### config.mk
export PLATFORM = sky130hd
export DESIGN_NAME = serial_bus_arbiter
export DESIGN_NICKNAME = d
export VERILOG_FILES = /design/src/rtl/serial_bus_arbiter.sv
export SDC_FILE = /design/constraint.sdc
export NUM_CORES = 1
export LEC_CHECK = 0
export BUFFER_PORTS_ARGS = -buffer_cell sky130_fd_sc_hd__buf_2
export CORE_UTILIZATION = 57
export CTS_CLUSTER_DIAMETER = 40
export DETAILED_ROUTE_END_ITERATION = 8
export PLACE_DENSITY_LB_ADDON = 0.3
export SLEW_MARGIN = 5
export SYNTH_ARGS = -nofsm -noshare
export SYNTH_HDL_FRONTEND = slang
export SYNTH_SLANG_ARGS = --single-unit
export TNS_END_PERCENT = 50
### constraint.sdc
create_clock -name clk -period 2.95 [get_ports clk]
set_input_delay 0.7375 -clock clk [delete_from_list [all_inputs] [get_ports clk]]
set_output_delay 0.7375 -clock clk [all_outputs]
set_load 0.01 [all_outputs]
### src/rtl/serial_bus_arbiter.sv
// serial_bus_arbiter: single-wire bus arbiter with split tracking and an owner watchdog.
// Define ARB_FIXED_PRIORITY_EN for lowest-index-wins arbitration instead of round-robin.
module serial_bus_arbiter #(
    parameter int N_INIT         = 2,
    parameter int TIMEOUT_CYCLES = 64,
    parameter int ID_W           = 3
) (
    input  logic              clk,
    input  logic              rst_n,
    input  logic [N_INIT-1:0] req,
    input  logic              txn_done,
    input  logic              split,
    input  logic              split_resume,
    output logic [N_INIT-1:0] grant,
    output logic [ID_W-1:0]   owner_id,
    output logic              bus_busy,
    output logic              split_pending,
    output logic              timeout,
    output logic              split_err
);
    localparam int unsigned     N_U     = N_INIT;
    localparam int              WD_W    = $clog2(TIMEOUT_CYCLES);
    localparam logic [WD_W-1:0] WD_LAST = WD_W'(TIMEOUT_CYCLES - 1);
`ifndef ARB_FIXED_PRIORITY_EN
    localparam logic [ID_W-1:0] ID_LAST = ID_W'(N_INIT - 1);
`endif

    typedef enum logic {IDLE, OWN} state_t;

    state_t            state_q, state_d;
    logic [ID_W-1:0]   split_id_q, split_id_d;
    logic              resume_q, resume_d;
    logic [WD_W-1:0]   wdog_q, wdog_d;
    logic [N_INIT-1:0] grant_d;
    logic [ID_W-1:0]   owner_d;
    logic              busy_d, pend_d, timeout_d, split_err_d;
    logic              release_own;

    logic [N_INIT-1:0] split_oh, elig_mask, eligible;
    logic              win_vld, hit;
    logic [ID_W-1:0]   win_id;
`ifndef ARB_FIXED_PRIORITY_EN
    logic [ID_W-1:0]   rr_ptr_q, rr_d;
    int unsigned       idx;
`endif

    assign split_oh = N_INIT'(1) << split_id_q;

    // Winner selection; a served resume overrides the normal scan.
    always_comb begin
        elig_mask = (split_pending && !resume_q) ? split_oh : '0;
        eligible  = req & ~elig_mask;
        win_vld   = 1'b0;
        win_id    = '0;
        hit       = 1'b0;
`ifndef ARB_FIXED_PRIORITY_EN
        idx       = 0;
`endif
        if (resume_q && ((req & split_oh) != '0)) begin
            win_vld = 1'b1;
            win_id  = split_id_q;
        end else begin
`ifdef ARB_FIXED_PRIORITY_EN
            for (int unsigned k = 0; k < N_U; k++) begin
                hit = (eligible & (N_INIT'(1) << k)) != '0;
                if (!win_vld && hit) begin
                    win_vld = 1'b1;
                    win_id  = ID_W'(k);
                end
            end
`else
            for (int unsigned k = 0; k < N_U; k++) begin
                idx = 32'(rr_ptr_q) + k;
                if (idx >= N_U) idx = idx - N_U;
                hit = (eligible & (N_INIT'(1) << idx)) != '0;
                if (!win_vld && hit) begin
                    win_vld = 1'b1;
                    win_id  = ID_W'(idx);
                end
            end
`endif
        end
    end

    always_comb begin
        state_d     = state_q;
        grant_d     = grant;
        owner_d     = owner_id;
        busy_d      = bus_busy;
        pend_d      = split_pending;
        split_id_d  = split_id_q;
        resume_d    = resume_q;
        wdog_d      = wdog_q;
        timeout_d   = 1'b0;
        split_err_d = 1'b0;
        release_own = 1'b0;
`ifndef ARB_FIXED_PRIORITY_EN
        rr_d        = rr_ptr_q;
`endif
        if (split_resume && split_pending) resume_d = 1'b1;

        unique case (state_q)
            IDLE: begin
                if (win_vld) begin
                    state_d = OWN;
                    grant_d = N_INIT'(1) << win_id;
                    owner_d = win_id;
                    busy_d  = 1'b1;
                    wdog_d  = '0;
`ifndef ARB_FIXED_PRIORITY_EN
                    rr_d    = (win_id == ID_LAST) ? '0 : win_id + 1'b1;
`endif
                end
            end
            OWN: begin
                wdog_d = wdog_q + 1'b1;
                if (split) begin
                    release_own = 1'b1;
                    if (!split_pending) begin
                        pend_d     = 1'b1;
                        split_id_d = owner_id;
                    end else begin
                        split_err_d = 1'b1;
                    end
                end else if (txn_done) begin
                    release_own = 1'b1;
                    if (split_pending && resume_q && owner_id == split_id_q) begin
                        pend_d   = 1'b0;
                        resume_d = 1'b0;
                    end
                end else if ((req & grant) == '0) begin
                    release_own = 1'b1;
                end else if (wdog_q == WD_LAST) begin
                    release_own = 1'b1;
                    timeout_d   = 1'b1;
                end
                if (release_own) begin
                    state_d = IDLE;
                    grant_d = '0;
                    busy_d  = 1'b0;
                end
            end
        endcase
    end

    always_ff @(posedge clk or negedge rst_n) begin
        if (!rst_n) begin
            state_q       <= IDLE;
            grant         <= '0;
            owner_id      <= '0;
            bus_busy      <= 1'b0;
            split_pending <= 1'b0;
            timeout       <= 1'b0;
            split_err     <= 1'b0;
            split_id_q    <= '0;
            resume_q      <= 1'b0;
            wdog_q        <= '0;
`ifndef ARB_FIXED_PRIORITY_EN
            rr_ptr_q      <= '0;
`endif
        end else begin
            state_q       <= state_d;
            grant         <= grant_d;
            owner_id      <= owner_d;
            bus_busy      <= busy_d;
            split_pending <= pend_d;
            timeout       <= timeout_d;
            split_err     <= split_err_d;
            split_id_q    <= split_id_d;
            resume_q      <= resume_d;
            wdog_q        <= wdog_d;
`ifndef ARB_FIXED_PRIORITY_EN
            rr_ptr_q      <= rr_d;
`endif
        end
    end
endmodule

==> Yosys cells after proc, flatten, opt, wreduce, memory -nomap -nowiden <==
Cells that the tools add are included.
W data, S select, Z words.
{ "totals": {"ff_bits": 23, "output_inout_bits": 9} }
{ "classes": {"n_reduce_logical": 18, "addsub": 5, "shifts": 4, "magnitude_cmp": 2, "n_mux": 44, "eq_ne": 5, "n_bitwise": 8} }
{ "op_table": {"columns": ["op", "n"], "rows": [
  ["$mux W32", 4],
  ["$shl A1 B32 Y2 const A", 2],
  ["$mux W1", 28],
  ["$mux W3", 4],
  ["$pmux W6 S2", 1],
  ["$and A2 B2 Y2", 5],
  ["$reduce_bool A2 Y1", 5],
  ["$add A6 B1 Y6 const B", 1],
  ["$eq A6 B6 Y1 const B", 1],
  ["$logic_and A1 B1 Y1", 6],
  ["$mux W2", 3],
  ["$mux W6", 1],
  ["$reduce_and A3 Y1", 2],
  ["$shl A1 B3 Y2 const A", 2],
  ["$sub A4 B2 Y5 const B", 1],
  ["$add A3 B1 Y4 const B", 1],
  ["$ge A4 B2 Y1 const B", 1],
  ["$pmux W1 S2", 2],
  ["$pmux W2 S2", 1],
  ["$reduce_and A2 Y1", 2],
  ["$sub A3 B2 Y4 const B", 1],
  ["$add A3 B1 Y3 const B", 1],
  ["$eq A3 B1 Y1 const B", 1],
  ["$eq A3 B3 Y1", 1],
  ["7 further kinds", 9]
]} }

==> Longest topological paths before layout <==
Gate-level depths: netlist (run 1).
{ "logic_depth": {"ltp_word": 17, "depth_mapped": 11, "ltp_nobuf": 9} }

==> Worst setup path after synthesis (run 1) <==
Ideal clock, no wire load.
{ "synth_timing": {"path_kind": "reg2reg", "from": "reg rr_ptr_q[1]", "to": "reg grant[1]", "t_arrival_ns": 2.361, "n_path_buf": 0, "setup_time_ns": 0.121, "setup_slack_ns": 0.468, "required_time_ns": 2.829, "path_stages_with_launch": 10, "synth_period_minus_slack_ns": 2.482, "path_cell_list": "dfrtp_1 > ha_1 > xnor2_1 > ha_1 > a21bo_2 > a211o_1 > a211o_1 > a21oi_1 > nor2_1 > a22o_1"} }
{ "synth_via": {"elab_chain_cells": 15, "word_cells_on_any_way": 29} }
{ "synth_rtl": {"columns": ["item", "line_no", "source"], "rows": [
  ["start, declared", "43", "logic [ID_W-1:0] rr_ptr_q, rr_d;"],
  ["start signal, assigned", "173", "rr_ptr_q <= rr_d;"],
  ["parallel branches: the longest is 15 deep, another holds $sub A4 B2 Y5", null, null],
  ["end signal, assigned", "163", "grant <= grant_d;"],
  ["end, declared", "14", "output logic [N_INIT-1:0] grant,"]
]} }
Parallel ways; which one is timed is not known. The select of a mux whose other input is x is not followed.
A chain may end at the register's enable or synchronous reset.

==> Worst setup path in the final report (run 1) <==
{ "layout_timing": {"from": "reg rr_ptr_q[0]", "to": "reg rr_ptr_q[1]"} }
{ "layout_via": {"elab_chain_cells": 14, "word_cells_on_any_way": 28} }
{ "layout_rtl": {"columns": ["item"], "rows": [
  ["parallel branches: the longest is 14 deep, another holds $sub A4 B2 Y5"]
]} }
Parallel ways; which one is timed is not known. The select of a mux whose other input is x is not followed.

==> impl_metrics.py, run 1 <==
metrics = {
    "run_status": {
        "outcome": "finished clean",
    },
    "global_routing": {
        "gr-total-overflow": 0,
        "grt_pass1_wl_um": 5000,
        "grt_start_max_net_pins": 24,
        "grt_antenna_before_repair": 0,
        "track_usage_pct": 25.8,
        "grt_pass1_vias": 1042,
    },
    "setup_path": {
        "startpoint_type": "flop",
        "r2r_slack_ns": 0.19,
        "cp_data_arrival_time_ns": 3.02,
        "r2r-end": "rr_ptr_q[1]",
        "worstSetupEndpointType": "flop",
        "critPathRequiredTime_ns": 3.20,
        "r2r_start": "rr_ptr_q[0]",
        "r2r_cells": 9,
        "path_class": "flop to flop",
        "cp_max_fo": 10,
    },
    "timing": {
        "maxSlewViolCount": 0,
        "tns_ns": 0,
        "final.period_utilization_pct": 93.7,
        "max_freq_mhz": 362,
        "setup_violations": 0,
        "hold_viol_final": 0,
        "whs_ns": 0.356,
        "rsz0062_at_grt": "no",
        "skew_ns": 0.00743,
        "tightest_slew_ns": 0.646,
        "max-slew-margin-rel_pct": 56.4,
        "fin_crit_ns": 2.76,
    },
    "clock_tree": {
        "clock_latency_ns": 0.32,
        "h-tree-depth": 1,
        "clock-sinks": 23,
        "cts_tree": "done",
        "cts_root_buffer": "clkbuf_4",
        "cts.clk_slew.worst_paths_ns": 0.13,
        "numCtsBuffers": 3,
        "clockBufferDepth": 2,
    },
    "layout": {
        "area_delta_synth_final_pct": 10.2,
        "final_util_pct": 69.0,
        "fin_nets": 173,
        "insertedDiodeCount": 0,
        "drive_gt1_share_pct": 22.2,
    },
    "place": {
        "dp_hpwl_um": 2360,
        "finalWeightedCongestion": 0.918,
        "portBuffers": 15,
    },
    "pwr": {
        "p_per_area_nw_per_um2": 1170,
        "comb_power_share_pct": 58.4,
        "p_leak_nw": 0.728,
        "switchingPower_mw": 0.856,
        "ir_drop_mv": 0.747,
        "swShare_pct": 46.8,
        "report.power.total_mw": 1.83,
        "cellInternalPower_mw": 0.974,
        "pwr-share-clk_pct": 8.2,
        "power_frac_seq_pct": 33.3,
    },
    "routing": {
        "post_drt_wl_per_cell_um": 17.1,
        "wirelength_um": 3180,
        "route.detailed.drc": 0,
        "antenna_left": 0,
        "viasPerCell": 6.49,
        "vias": 1208,
        "first_iter_violations": 52,
        "dr.pass1.iters": 4,
    },
    "synthesis": {
        "ys_ff_latch": 23,
        "synthTopCellsByArea": "dfrtp_1, ha_1, mux2_2",
        "synthFlopType": "dfrtp_1",
        "yosysTopAreaCell": "dfrtp_1",
        "ys_async_sr_fraction_pct": 100,
        "postSynthCellCount": 141,
        "synth_cell_types": 45,
        "synth_warnings": 0,
        "synth_area_um2": 1430,
        "ys_seq_area_share_pct": 40.4,
        "syn_avg_cell_area_um2": 10.1,
        "netlist.area_leader.share_pct": 40.4,
        "syn-num-nets": 155,
        "synth_edf_count": 0,
    },
    "min_path": {
        "worstHoldPathType": "primary input to asynchronous set/reset pin",
    },
    "die": {
        "fp.dieW_um": 52,
        "num_rows": 17,
        "design.core.area_um2": 2280,
        "start_util_pct": 62.6,
        "chipHeight_um": 52,
        "ios": 16,
        "die-area_um2": 2700,
    },
    "run": {
        "cap_viol_max_count": 0,
    },
}
[state kept, by name, indices dropped and copies added (netlist names)]
register / count
state_q: 1
resume_q: 1
split_pending: 1
rr_ptr_q: 3
grant: 2
owner_id: 3
split_id_q: 3
split_err: 1
timeout: 1
bus_busy: 1
wdog_q: 6
[cell usage in the layout (no fill, tap or decap), drive strengths merged, types with 2 or more instances in the layout]
cell type	netlist	layout
dfrtp	23	23
buf	3	17
nor2	13	13
nand2	8	8
nand3	7	7
ha	7	7
inv	6	6
mux2	6	6
a22o	5	5
a21oi	5	5
o21ai	5	5
a211o	4	4
xor2	4	4
and3	4	4
xnor2	4	4
nand2b	3	3
a31oi	3	3
o221ai	3	3
clkbuf	1	3
and2	2	2
a22oi	2	2
or3	2	2
nand3b	2	2
nor4b	2	2
o211a	2	2
[cell type report]
class | count | area [um^2]
timing repair buffer | 17 | 90.1
tap | 28 | 35.0
sequential | 23 | 576
inverter | 6 | 22.5
clock buffer | 3 | 22.5
fill | 170 | 706
multi-input combinational | 108 | 820
clock inverter | 1 | 5.00
[stage by stage]
stage	cell area, um^2	setup WS [ns]	std cells
final	1570	0.187	186
after global placement	1530	0.289	182
after detailed placement	1530	0.139	182
after global routing	1570	0.0445	186
after floorplan	1430	0.468	141
after CTS	1560	0.120	186
[what timing repair did]
item,CTS,global route
endpoints found under the setup margin,0,5
hold buffers,0,0
resized for setup,0,2
buffers inserted,0,0
[Yosys cell counts (2+ instances only)]
| library cell | count |
|---|---|
| dfrtp_1 | 23 |
| nor2_1 | 13 |
| nand2_1 | 8 |
| ha_1 | 7 |
| nand3_1 | 7 |
| inv_1 | 6 |
| a21oi_1 | 5 |
| a22o_1 | 5 |
| mux2_2 | 5 |
| a211o_1 | 4 |
| o21ai_0 | 4 |
| xnor2_1 | 4 |
| xor2_1 | 4 |
| a31oi_1 | 3 |
| and3_1 | 3 |
| buf_2 | 3 |
| nand2b_1 | 3 |
| o221ai_1 | 3 |
| a22oi_1 | 2 |
| and2_1 | 2 |
| nand3b_1 | 2 |
| or3_1 | 2 |
[routing by layer]
layer  GRT usage (%)  up-vias  wire length [um]
li1                -      561                 -
met1            32.5      593              1410
met2            43.2       45              1560
met3            3.80        9               130
met4            11.7        0                74
met5               0        -                 0
[power groups by stage]
stage               Sequential, mW  Combinational [mW]  Clock (mW)
finish                       0.610                1.07       0.151
CTS                          0.604                1.04       0.155
detailed placement           0.609                1.04           0
floorplan                    0.553               0.825           0
global placement             0.595               0.976           0
global route                 0.631                1.16       0.176
[how the worst max path moves through the flow]
stage	start	end	slack [ns]	cells past startpoint
2_1_floorplan	rr_ptr_q[1]	grant[1]	0.47	9
3_3_place_gp	rr_ptr_q[0]	grant[1]	0.29	9
3_5_place_dp	rr_ptr_q[0]	grant[1]	0.14	9
4_1_cts	rr_ptr_q[0]	grant[1]	0.12	9
5_1_grt	rr_ptr_q[0]	grant[0]	0.04	9
6_report	rr_ptr_q[0]	rr_ptr_q[1]	0.19	9
[cells by family after synthesis]
logic type      after synthesis  synth area share [%]
simple gates                 49                  19.9
compound gates               38                  21.0
flops                        23                  40.4
buf+inv                      10                  2.90
xor+xnor                      8                  4.92
fa+ha+maj                     7                  6.15
mux                           6                  4.74
[worst max-delay path: stages (launching register included)]
cell and delay [ns]:
dfrtp_1 0.57, inv_1 0.13, ha_1 0.38, ha_1 0.16
a21bo_2 0.24, a22oi_1 0.28, and3_4 0.29, o221ai_1 0.19
a211o_1 0.31, a31oi_1 0.16
No activity file was read; power rests on OpenSTA's default activity.
==> run 2, diff against run 1 <==
--- a/config.mk
+++ b/config.mk
@@ -6,9 +6,12 @@
 export NUM_CORES = 1
 export LEC_CHECK = 0
 export BUFFER_PORTS_ARGS = -buffer_cell sky130_fd_sc_hd__buf_2
-export CORE_UTILIZATION = 57
+export CELL_PAD_IN_SITES_DETAIL_PLACEMENT = 0
+export CELL_PAD_IN_SITES_GLOBAL_PLACEMENT = 1
+export CORE_UTILIZATION = 45
 export CTS_CLUSTER_DIAMETER = 40
 export DETAILED_ROUTE_END_ITERATION = 8
+export HOLD_SLACK_MARGIN = 0.08
 export PLACE_DENSITY_LB_ADDON = 0.3
 export SLEW_MARGIN = 5
 export SYNTH_ARGS = -nofsm -noshare
==> impl_metrics.py, run 2 (synthesized netlist as in run 1, its figures left out) <==
metrics = {
    "layout": {
        "area_delta_synth_final_pct": 12.9,
        "largest_reg_flops": 6,
        "insertedDiodeCount": 0,
        "drive_gt1_share_pct": 22.0,
        "fin_nets": 174,
        "layout_commonest_cell": "dfrtp_1",
        "top_register": "wdog_q",
        "fill_cells": 278,
        "layout_common_cells": "dfrtp_1, buf_2, nor2_1, nand2_1",
    },
    "clock_tree": {
        "cts.clk_slew.worst_paths_ns": 0.12,
        "post-cts-setup-buffers": 0,
        "cts_hold_buf": 0,
        "cts_tree": "done",
        "cts_root_buffer": "clkbuf_4",
        "clock-sinks": 23,
        "cts_resized": 0,
        "h-tree-depth": 1,
        "clockBufferDepth": 2,
        "numCtsBuffers": 3,
        "clock_latency_ns": 0.31,
    },
    "die": {
        "die-area_um2": 3400,
        "start_util_pct": 47.1,
        "num_rows": 20,
        "chipHeight_um": 58.3,
        "ios": 16,
        "fp.dieW_um": 58.3,
        "design.core.area_um2": 3030,
    },
    "routing": {
        "post_drt_wl_per_cell_um": 15.0,
        "viasPerCell": 5.64,
        "m1WireLength_um": 1470,
        "dr.pass1.iters": 4,
        "routed.top_layer": "met4",
        "vias": 1144,
        "route.detailed.drc": 0,
        "dr_wl_met3_um": 112,
        "wirelength_um": 3050,
        "met2_length_um": 1440,
        "first_iter_violations": 46,
        "antenna_left": 0,
    },
    "setup_path": {
        "startpoint_type": "flop",
        "worstSetupEndpointType": "flop",
        "path_class": "flop to flop",
        "crit_top_cell": "ha_1",
        "critPathRequiredTime_ns": 3.16,
        "r2r_start": "rr_ptr_q[0]",
        "crit_chain": "inv_1 -> ha_1 -> ha_1 -> a21bo_2 -> a22oi_1 -> nand3_1 -> a31oi_1 -> buf_12 -> mux2_2",
        "crit_path_max_incr_delay_ns": 0.56,
        "r2r-end": "owner_id[1]",
        "cp_data_arrival_time_ns": 2.98,
        "cpMaxStageDelayCell": "dfrtp_1",
        "r2r_slack_ns": 0.17,
        "r2r_cells": 9,
        "cp_max_fo": 13,
    },
    "place": {
        "portBuffers": 15,
        "dp_hpwl_um": 2350,
        "finalWeightedCongestion": 0.906,
        "dp_slack_ns": 0.116,
    },
    "global_routing": {
        "grt_start_max_net_pins": 24,
        "track_usage_pct": 19.9,
        "grt_pass1_wl_um": 5070,
        "grt_pass1_vias": 1101,
        "gr-total-overflow": 0,
        "grt_antenna_before_repair": 0,
    },
    "timing": {
        "setup_violations": 0,
        "max-slew-margin-rel_pct": 46.2,
        "tns_ns": 0,
        "tightest_slew_ns": 0.796,
        "setup_ws_ns": 0.174,
        "rsz0062_at_grt": "no",
        "fin_crit_ns": 2.78,
        "skew_ns": 0.00449,
        "max_freq_mhz": 360,
        "final.period_utilization_pct": 94.1,
        "hold_viol_final": 0,
        "maxSlewViolCount": 0,
    },
    "pwr": {
        "switchingPower_mw": 0.837,
        "power_frac_seq_pct": 32.4,
        "p_per_area_nw_per_um2": 1150,
        "p_leak_nw": 0.735,
        "pwr-share-clk_pct": 7.6,
        "comb_power_share_pct": 60.0,
        "cellInternalPower_mw": 1.01,
        "swShare_pct": 45.3,
        "ir_drop_mv": 0.535,
    },
    "run_status": {
        "outcome": "finished clean",
    },
    "run": {
        "cap_viol_max_count": 0,
    },
    "min_path": {
        "worstHoldPathType": "primary input to asynchronous set/reset pin",
    },
}
==> run 2: layer usage <==
metal | up-vias | global-route usage, %
li1 | 569 | -
met1 | 549 | 26.8
met2 | 22 | 31.7
met3 | 4 | 4.91
met4 | 0 | 6.12
met5 | - | 0
==> run 2: layout make-up <==
| type | count | area (um^2) | area share, % |
|---|---|---|---|
| repair buffers | 18 | 110 | 6.84 |
| flip-flops and latches | 23 | 576 | 35.8 |
| inverters | 6 | 22.5 | 1.40 |
| well taps | 44 | 55.1 | 3.42 |
| clock buffers | 4 | 26.3 | 1.63 |
| multi-input cells | 108 | 820 | 50.9 |
==> run 2: power groups by stage <==
stage          Sequential [mW]  Clock [mW]  Combinational, mW
2_1_floorplan            0.553           0              0.825
3_3_place_gp             0.594           0               1.05
3_5_place_dp             0.602           0               1.08
4_1_cts                  0.595       0.148               1.09
5_1_grt                  0.624       0.161               1.21
6_report                 0.598       0.141               1.11
==> run 2: metrics by stage <==
| stage | instances | cell area (um^2) | total power, mW | hold WS (ns) | utilization, % |
|---|---|---|---|---|---|
| 6_report | 203 | 1610 | 1.85 | 0.379 | 53.1 |
| 5_1_grt | 203 | 1610 | 1.99 | 0.399 | 53.1 |
| 4_1_cts | 203 | 1600 | 1.83 | 0.393 | 52.8 |
| 3_5_place_dp | 199 | 1570 | 1.69 | 0.489 | 51.9 |
| 3_3_place_gp | 199 | 1570 | 1.64 | 0.485 | 51.9 |
| 2_1_floorplan | 141 | 1430 | 1.38 | 0.442 | - |
==> run 2: worst max-delay path: cells and delay by family (launching register included) <==
kind | cells | cell delay [ns]
and+or+nand+nor | 1 | 0.12
DFF | 1 | 0.56
muxes | 1 | 0.33
adders and majority gates | 2 | 0.52
AOI/OAI and AO/OA | 3 | 0.84
buffers and inverters | 2 | 0.30
==> run 2: worst max path at each step <==
stage	start	end	slack (ns)	cells past startpoint
after global routing	rr_ptr_q[0]	rr_ptr_q[1]	0.05	9
after CTS	rr_ptr_q[0]	rr_ptr_q[1]	0.08	9
final	rr_ptr_q[0]	owner_id[1]	0.17	9
after global placement	rr_ptr_q[0]	rr_ptr_q[2]	0.27	9
after detailed placement	rr_ptr_q[0]	rr_ptr_q[2]	0.12	9
after floorplan	rr_ptr_q[1]	grant[1]	0.47	9
==> run 3, diff against run 2 <==
--- a/config.mk
+++ b/config.mk
@@ -8,11 +8,12 @@
 export BUFFER_PORTS_ARGS = -buffer_cell sky130_fd_sc_hd__buf_2
 export CELL_PAD_IN_SITES_DETAIL_PLACEMENT = 0
 export CELL_PAD_IN_SITES_GLOBAL_PLACEMENT = 1
-export CORE_UTILIZATION = 45
+export CORE_ASPECT_RATIO = 1.2
+export CORE_UTILIZATION = 48
 export CTS_CLUSTER_DIAMETER = 40
 export DETAILED_ROUTE_END_ITERATION = 8
 export HOLD_SLACK_MARGIN = 0.08
-export PLACE_DENSITY_LB_ADDON = 0.3
+export PLACE_DENSITY_LB_ADDON = 0.1
 export SLEW_MARGIN = 5
 export SYNTH_ARGS = -nofsm -noshare
 export SYNTH_HDL_FRONTEND = slang
==> constraint.sdc (replaced) <==
create_clock -name clk -period 3.3 [get_ports clk]
set_input_delay 0.825 -clock clk [delete_from_list [all_inputs] [get_ports clk]]
set_output_delay 0.825 -clock clk [all_outputs]
set_load 0.01 [all_outputs]
==> impl_metrics.py, run 3 (synthesized netlist as in run 1, its figures left out) <==
metrics = {
    "setup_path": {
        "cpMaxStageDelayCell": "dfrtp_1",
        "r2r_slack_ns": 0.44,
        "crit_chain": "ha_1 -> xnor2_1 -> ha_1 -> a21bo_2 -> a211o_1 -> a211o_1 -> a21oi_1 -> nor2_1 -> a22o_1",
        "startpoint_type": "flop",
        "critPathRequiredTime_ns": 3.50,
        "r2r_start": "rr_ptr_q[0]",
        "crit_path_max_incr_delay_ns": 0.51,
        "r2r-end": "grant[1]",
        "cp-startpoint": "rr_ptr_q[0]",
        "cp_data_arrival_time_ns": 3.06,
        "cp_max_fo": 10,
        "r2r_cells": 9,
        "path_class": "flop to flop",
        "setup.worst_path.end": "grant[1]",
        "worstSetupEndpointType": "flop",
    },
    "die": {
        "fp.dieW_um": 51.7,
        "start_util_pct": 50.7,
        "design.core.area_um2": 2810,
        "num_rows": 21,
        "die-area_um2": 3190,
        "ios": 16,
        "chipHeight_um": 61.7,
    },
    "timing": {
        "tns_ns": 0,
        "final.period_utilization_pct": 86.7,
        "fin_crit_ns": 2.86,
        "skew_ns": 0.00439,
        "max-slew-margin-rel_pct": 46.2,
        "max_freq_mhz": 350,
        "maxSlewViolCount": 0,
        "rsz0062_at_grt": "no",
        "hold_viol_final": 0,
        "whs_ns": 0.469,
        "setup_violations": 0,
        "tightest_slew_ns": 0.802,
    },
    "layout": {
        "top_register": "wdog_q",
        "largest_reg_flops": 6,
        "drive_gt1_share_pct": 19.7,
        "layout_commonest_cell": "dfrtp_1",
        "insertedDiodeCount": 0,
        "final_util_pct": 55.4,
        "area_delta_synth_final_pct": 9.31,
        "fill_cells": 254,
        "fin_cells": 191,
        "layout_common_cells": "dfrtp_1, buf_2, nor2_1, nand2_1",
        "fin_nets": 172,
    },
    "global_routing": {
        "grt_antenna_before_repair": 0,
        "grt_pass1_vias": 1126,
        "gr-total-overflow": 0,
        "grt_pass1_wl_um": 5180,
        "grt_start_max_net_pins": 24,
        "track_usage_pct": 22.5,
    },
    "routing": {
        "route.detailed.drc": 0,
        "antenna_left": 0,
        "first_iter_violations": 26,
        "wirelength_um": 3130,
        "dr.pass1.iters": 4,
        "viasPerCell": 5.94,
        "post_drt_wl_per_cell_um": 16.4,
        "vias": 1134,
    },
    "pwr": {
        "p_per_area_nw_per_um2": 1020,
        "ir_drop_mv": 0.506,
        "p_leak_nw": 0.717,
    },
    "clock_tree": {
        "cts_hold_buf": 0,
        "clock-sinks": 23,
        "post-cts-setup-buffers": 0,
        "cts_resized": 0,
        "cts.clk_slew.worst_paths_ns": 0.12,
        "cts_tree": "done",
        "cts_root_buffer": "clkbuf_4",
        "h-tree-depth": 1,
        "clockBufferDepth": 2,
        "clock_latency_ns": 0.30,
        "numCtsBuffers": 3,
    },
    "place": {
        "dp_hpwl_um": 2460,
        "portBuffers": 15,
        "finalWeightedCongestion": 0.790,
        "dp_cells": 187,
    },
    "run": {
        "cap_viol_max_count": 0,
    },
    "min_path": {
        "worstHoldPathType": "primary input to asynchronous set/reset pin",
    },
    "run_status": {
        "outcome": "finished clean",
    },
}
[run 3: layout make-up]
cell class | count | area, um^2 | share of cell area [%]
Sequential cell | 23 | 576 | 36.9
Multi-Input combinational cell | 108 | 808 | 51.9
Inverter | 6 | 22.5 | 1.45
Timing Repair Buffer | 16 | 82.6 | 5.30
Clock buffer | 4 | 26.3 | 1.69
Tap cell | 34 | 42.5 | 2.73
[run 3: per-stage QoR]
stage	instance area [um^2]	power, mW	setup slack, ns
6_report	1560	1.60	0.440
5_1_grt	1560	1.74	0.269
4_1_cts	1560	1.60	0.458
3_5_place_dp	1530	1.47	0.476
3_3_place_gp	1530	1.42	0.607
2_1_floorplan	1430	1.23	0.818
[run 3: worst min path at each step]
stage	start	end	slack (ns)	cells past startpoint
6_report	rst_n	wdog_q[3]	0.47	1
5_1_grt	rst_n	wdog_q[0]	0.50	1
4_1_cts	rst_n	grant[1]	0.49	1
3_5_place_dp	bus_busy	bus_busy	0.50	2
3_3_place_gp	bus_busy	bus_busy	0.48	2
2_1_floorplan	wdog_q[5]	wdog_q[5]	0.46	1
[run 3: worst max-delay path: cells and delay by family (launching register included)]
family	cells	cell delay [ns]
XOR/XNOR	1	0.30
AO/OA/AOI/OAI	5	1.41
flip-flops	1	0.51
AND/OR/NAND/NOR	1	0.08
adder cells (fa/ha/maj)	2	0.47
[run 3: routing by layer]
layer  vias to the layer above  share of wire [%]  GRT usage, %
met4                         0                1.4          9.65
met1                       555                 44          27.0
met5                         -                  0             0
li1                        559                  -             -
met3                         4                1.9          1.95
met2                        16                 53          41.6
[run 3: report_power, final]
| part | internal [mW] | switching, mW | leakage (nW) |
|---|---|---|---|
| sequential | 0.383 | 0.165 | 0.290 |
| combinational | 0.429 | 0.493 | 0.412 |
| clock | 0.0470 | 0.0782 | 0.0150 |
| total | 0.859 | 0.736 | 0.717 |
